[src/rtl/mips_reg_file.sv]
// MIPS-I architectural register file: 31 stored GPRs ($0 hardwired to zero) plus HI/LO.
// Two combinational read ports with same-cycle write-through bypass from writeback.
module mips_reg_file (
   input  logic        clk,
   input  logic        rst_n,
   input  logic        reg_write_en,
   input  logic [4:0]  reg_write_addr,
   input  logic [31:0] reg_write_data,
   input  logic [4:0]  read_addr_a,
   input  logic [4:0]  read_addr_b,
   output logic [31:0] read_data_a,
   output logic [31:0] read_data_b,
   input  logic        hi_write_en,
   input  logic        lo_write_en,
   input  logic [31:0] hi_write_data,
   input  logic [31:0] lo_write_data,
   output logic [31:0] hi_out,
   output logic [31:0] lo_out,
   output logic [31:0] register_v0
);

   logic [31:0] regs_q [1:31];
   logic [31:0] regs_d [1:31];
   logic [31:0] hi_q, hi_d;
   logic [31:0] lo_q, lo_d;
   logic        wr_live;

   // A write to $0 is a no-op; the enable is tested first so X address/data are inert when idle.
   assign wr_live = reg_write_en && (reg_write_addr != 5'd0);

   always_comb begin
      regs_d = regs_q;
      if (wr_live) regs_d[reg_write_addr] = reg_write_data;
      hi_d = hi_write_en ? hi_write_data : hi_q;
      lo_d = lo_write_en ? lo_write_data : lo_q;
   end

   always_ff @(posedge clk or negedge rst_n) begin
      if (!rst_n) begin
         for (int i = 1; i < 32; i++) regs_q[i] <= '0;
         hi_q <= '0;
         lo_q <= '0;
      end else begin
         regs_q <= regs_d;
         hi_q   <= hi_d;
         lo_q   <= lo_d;
      end
   end

   function automatic logic [31:0] read_port(input logic [4:0] addr);
      logic [31:0] val;
      val = '0;
      if (addr != 5'd0) begin
         // Bypass lets decode see the value writeback commits at the end of this cycle.
         if (rst_n && wr_live && (addr == reg_write_addr)) val = reg_write_data;
         else                                               val = regs_q[addr];
      end
      return val;
   endfunction

   assign read_data_a = read_port(read_addr_a);
   assign read_data_b = read_port(read_addr_b);
   assign hi_out      = hi_q;
   assign lo_out      = lo_q;
   assign register_v0 = regs_q[2];

endmodule

[config.mk]
export PLATFORM = sky130hd
export DESIGN_NAME = mips_reg_file
export DESIGN_NICKNAME = d
export VERILOG_FILES = /design/src/rtl/mips_reg_file.sv
export SDC_FILE = /design/constraint.sdc
export NUM_CORES = 2
export LEC_CHECK = 0
export CAP_MARGIN = 20
export CORE_ASPECT_RATIO = 1.2
export CORE_MARGIN = 4
export CORE_UTILIZATION = 30
export DETAILED_ROUTE_END_ITERATION = 12
export SYNTH_ARGS = -nofsm -noshare
export SYNTH_HDL_FRONTEND = slang
export SYNTH_SLANG_ARGS = --single-unit
[constraint.sdc]
create_clock -name clk -period 3 [get_ports clk]
set_clock_uncertainty 0.1 [all_clocks]
set_input_delay 0.6 -clock clk [delete_from_list [all_inputs] [get_ports clk]]
set_output_delay 0.6 -clock clk [all_outputs]
set_load 0.02 [all_outputs]
Word level (Yosys, flattened, before mapping)
Cells that the tools add are included.
{ "word_totals": {"output_inout_bits": 160, "regBits": 1056} }
{ "classes": {"n_lt_le_gt_ge": 4, "muxes": 13, "bitwise": 3, "n_eq_ne": 2, "n_reduce_logical": 8} }
{ "ops": {"columns": ["cell", "count"], "rows": [
  ["992-bit bitwise mux", 1],
  ["32-bit binary-select mux with 5-bit select", 2],
  ["32-bit 2-to-1 mux", 9],
  ["32-bit demux with 5-bit select", 1],
  ["6-bit >= comparator (second input constant)", 3],
  ["5-bit NOT with 6-bit output", 3],
  ["5-bit nonzero test", 3],
  ["5-bit equality test", 2],
  ["6-bit by 1-bit less-than comparator with 1-bit output (second input constant)", 1],
  ["1-bit logical AND", 5]
]} }

Depth between registers and ports, before layout
{ "logic_depth": {"word_depth": 6, "mapped_depth": 9} }

Worst setup path after synthesis
OpenSTA, ideal clock, no wires.
{ "synth_path": {"kind": "input -> output", "startpoint": "in read_addr_b[0]", "endpoint": "out read_data_b[30]", "cell_stages": 7, "t_arrival_ps": 2255, "required_ps": 2300, "slack_ps": 45, "path_cell_list": "buf_6 buf_6 buf_4 buf_6 mux4_2 a311o_1 o22ai_1"} }
{ "synth_via": {"elab_chain_cells": 6, "word_cells_on_any_way": 9} }
{ "synth_rtl": {"columns": ["item", "line", "text"], "rows": [
  ["start: declaration", "10", "input logic [4:0] read_addr_b,"],
  ["5-bit NOT with 6-bit output (not written as such)", "56", "else val = regs_q[addr];"],
  ["32-bit binary-select mux with 5-bit select", "56", null],
  ["32-bit 2-to-1 mux (not written as such) (2 in series)", "56", null],
  ["32-bit 2-to-1 mux", "55", "if (rst_n && wr_live && (addr == reg_write_addr)) val = reg_write_data;"],
  ["32-bit 2-to-1 mux (*)", "53", "if (addr != 5'd0) begin"],
  ["end: declaration", "12", "output logic [31:0] read_data_b,"]
]} }
Every way passes the cells marked *; elsewhere a longest branch is shown, timed or not. The select of a mux whose other input is x is not followed.

Worst setup path after layout
{ "layout_path": {"startpoint": "reg regs_q[783] (netlist name)", "endpoint": "out read_data_b[15]"} }
{ "layout_via": {"elab_chain_cells": 5} }
{ "layout_rtl": {"columns": ["item", "line", "text"], "rows": [
  ["start: declaration", "22", "logic [31:0] regs_q [1:31];"],
  ["start signal: assignment", "44", "regs_q <= regs_d;"],
  ["32-bit binary-select mux with 5-bit select", "56", null],
  ["32-bit 2-to-1 mux (not written as such) (2 in series)", "56", null],
  ["32-bit 2-to-1 mux", "55", null],
  ["32-bit 2-to-1 mux", "53", null]
]} }
No other way between the ends. The select of a mux whose other input is x is not followed.

==> flow_metrics.env <==
export IMPL_synth_flop_cell="dfrtp_1"
export IMPL_synth_net_count=4718
export IMPL_syn_area_um2=57700
export IMPL_cp_slowest_cell="mux4_2"
export IMPL_grtUsageTotal_pct=21.66
export IMPL_hp_start="hi_write_data[29]"
export IMPL_final_setup_tns_ps=-13590
export IMPL_die_x_um=408.4
export IMPL_most_common_layout_cells="mux2_2, dfrtp_1, mux2i_1"
export IMPL_vias=44590
export IMPL_routed_wirelength_mm=225.5
export IMPL_cts_htree_levels=3
export IMPL_initial_core_util_pct=30.12
export IMPL_drc=0
export IMPL_critPathMaxStageDelay_ps=550
export IMPL_total_leakage_power_nw=34.18
export IMPL_cts_sinks=1056
export IMPL_grt_pass1_vias=45380
export IMPL_min_period_over_period_pct=114.1
export IMPL_avgRoutedWirePerCell_um=28.74
export IMPL_crit_fanout=3
export IMPL_hp_class="input pin to register"
export IMPL_cts_tree="built"
export IMPL_antenna_found_initial=8
export IMPL_crit_path_end_kind="output port"
export IMPL_synth_avg_cell_area_um2=12.54
export IMPL_numCtsBuffers=118
export IMPL_tightest_slew_ps=1074
export IMPL_grt_max_degree=172
export IMPL_ys_types=57
export IMPL_ir_drop_v=0.0004735
export IMPL_fin_crit_ps=3423
export IMPL_crit_top_cell="mux4_2"
export IMPL_holdPathEnd="hi_out[29]"
export IMPL_ant_nets=0
export IMPL_place_congestion=0.9244
export IMPL_fp_dieH_um=488.4
export IMPL_critPathKind="register to output port"
export IMPL_clock_latency_ps=760
export IMPL_viasPerCell=5.682
export IMPL_cp_start_kind="register"
export IMPL_ys_ff_latch=1056
export IMPL_drive_gt1_share_pct=46.44
export IMPL_std_cell_rows=176
export IMPL_hold_depth=2
export IMPL_grt_overflow_total=0
export IMPL_synthCells=4602
export IMPL_outcome="finished with violations"
export IMPL_violations="negative setup slack"
export IMPL_hold_worst_slack_ps=340.5
export IMPL_drt_iter0_drc=4426
export IMPL_p_per_area_nw_per_um2=595.9
export IMPL_yosysSeqAreaShare_pct=45.79
export IMPL_syn2layout_area_growth_pct=31.44
export IMPL_core_um2=191600
export IMPL_crit_chain="mux4_2 -> mux4_2 -> o211ai_1 -> o21ai_2 -> buf_6"
export IMPL_dpl_hpwl_mm=149.3
export IMPL_nNetsFinal=5371
export IMPL_maxSlewViolCount=0
export IMPL_detail_route_first_pass_iterations=7
export IMPL_root_buffer="clkbuf_16"
export IMPL_crit_required_ps=2300
export IMPL_yosys_warnings=0
export IMPL_finalSetupViolCount=64
export IMPL_grt_pass1_wl_mm=322.1
export IMPL_die_area_um2=199500
export IMPL_layout_setup_ws_ps=-423.5
export IMPL_layout_commonest_cell="mux2_2"
export IMPL_hold_violations=0
export IMPL_r2r_cells=3
export IMPL_worstPathArrival_ps=2720
export IMPL_r2r_slack_ps=1890
export IMPL_rr_endpoint="regs_q[797]"
export IMPL_num_io_pins=276
export IMPL_port_buffers=275
export IMPL_rsz0062_at_grt="yes"
export IMPL_clk_pin_slew_ps=60
export IMPL_r2r_start="regs_q[797]"
export IMPL_synth_edf_count=0
export IMPL_fmax_mhz=292.1
export IMPL_postSynth_asyncResetShare_pct=100.0
export IMPL_slew_headroom_pct=28.40
export IMPL_cts_buffer_depth=3
export IMPL_cap_violations=0
-- state kept, by name, indices dropped and copies added (netlist names) --
signal and flops:
lo_out 32, register_v0 32, hi_out 32, regs_q 960
-- metrics by stage --
stage          util (%)  setup WS (ps)  std cells  total power, mW  cell area [um^2]
2_1_floorplan         -          44.93       4602            25.23             57700
3_3_place_gp      35.29          -1128       7470            29.10             67620
3_5_place_dp      35.29          -1118       7470            29.41             67620
4_1_cts           38.92         -445.8       7784            45.02             74570
5_1_grt           39.58         -444.7       7841            47.03             75830
6_report          39.59         -423.5       7848            45.20             75850
-- kinds of logic after synthesis --
kind of cell / share of synthesized area (%)
buffers and inverters: 4.495
AND/OR/NAND/NOR: 4.833
XOR/XNOR: 0.1518
AO/OA/AOI/OAI: 6.919
flip-flops: 45.79
multiplexers: 37.81
-- final cells by class --
type	count	area, um^2
clock inverters	39	474.2
repair buffers	1032	11860
multi-input cells	3043	30510
well taps	2492	3118
diodes	7	17.52
clock buffers	175	3430
fillers	18100	115700
flip-flops and latches	1056	26430
inverters	4	15.01
-- layer usage --
layer / vias up / track usage [%] / part of all wire, %
met1: 23500 / 28.84 / 42
met3: 505 / 4.411 / 8.2
met4: 2 / 9.184 / 4.4
met5: - / 0 / 0.0062
met2: 2068 / 34.31 / 45
li1: 18510 / - / -
-- synth_stat cells (5+ instances only) --
cell type	count	share of area, %
nor3_1	54	0.47
nor2_2	5	0.054
nand3b_1	6	0.078
mux2i_1	726	13
o221a_2	13	0.25
o211ai_1	8	0.10
clkbuf_1	203	1.3
buf_2	140	1.2
o22a_1	30	0.46
mux2_2	1103	22
a22o_1	72	1.1
and3_1	8	0.087
o221a_1	9	0.18
o21ai_1	7	0.061
nand2b_1	34	0.37
nor3b_1	5	0.065
o21ai_0	25	0.22
nand2_1	157	1.0
mux4_2	93	3.6
buf_4	116	1.5
nand3_1	176	1.5
a221o_1	30	0.52
nand4_1	53	0.57
xnor2_1	10	0.15
nor2b_1	10	0.11
a22oi_1	182	2.4
a21oi_1	120	1.0
nor2_1	46	0.30
buf_6	12	0.23
buf_1	26	0.17
dfrtp_1	1056	46
a221oi_1	25	0.38
-- report_power, final --
part,switching [mW],internal (mW),total (mW)
sequential,2.18,17.0,19.1
clock,6.34,8.49,14.8
combinational,5.11,6.11,11.2
-- worst max path at each step --
stage               slack, ps      startpoint  depth (start not counted)               to
finish                   -420     regs_q[783]                          5  read_data_b[15]
global route             -440     regs_q[316]                          5  read_data_b[28]
CTS                      -450     regs_q[783]                          5  read_data_b[15]
detailed placement      -1120  read_addr_b[4]                          6   read_data_b[7]
global placement        -1130  read_addr_b[4]                          6   read_data_b[6]
floorplan                  40  read_addr_b[0]                          7  read_data_b[30]
-- timing repair --
item / in CTS / in global routing
resized for setup: 457 / 167
setup buffers: 85 / 71
setup endpoints to repair: 64 / 64
gates cloned: 22 / 13
pin swaps: 113 / 151
hold buffers: 1 / 0
endpoints found under the hold margin: 2 / 0
-- worst max-delay path, delay by kind of cell, from the launching register on --
family	cells	cell delay (ps)
AOI/OAI and AO/OA	2	320
buffers and inverters	1	180
DFF	1	400
muxes	2	1050
Power figures use the tool's default switching activity.
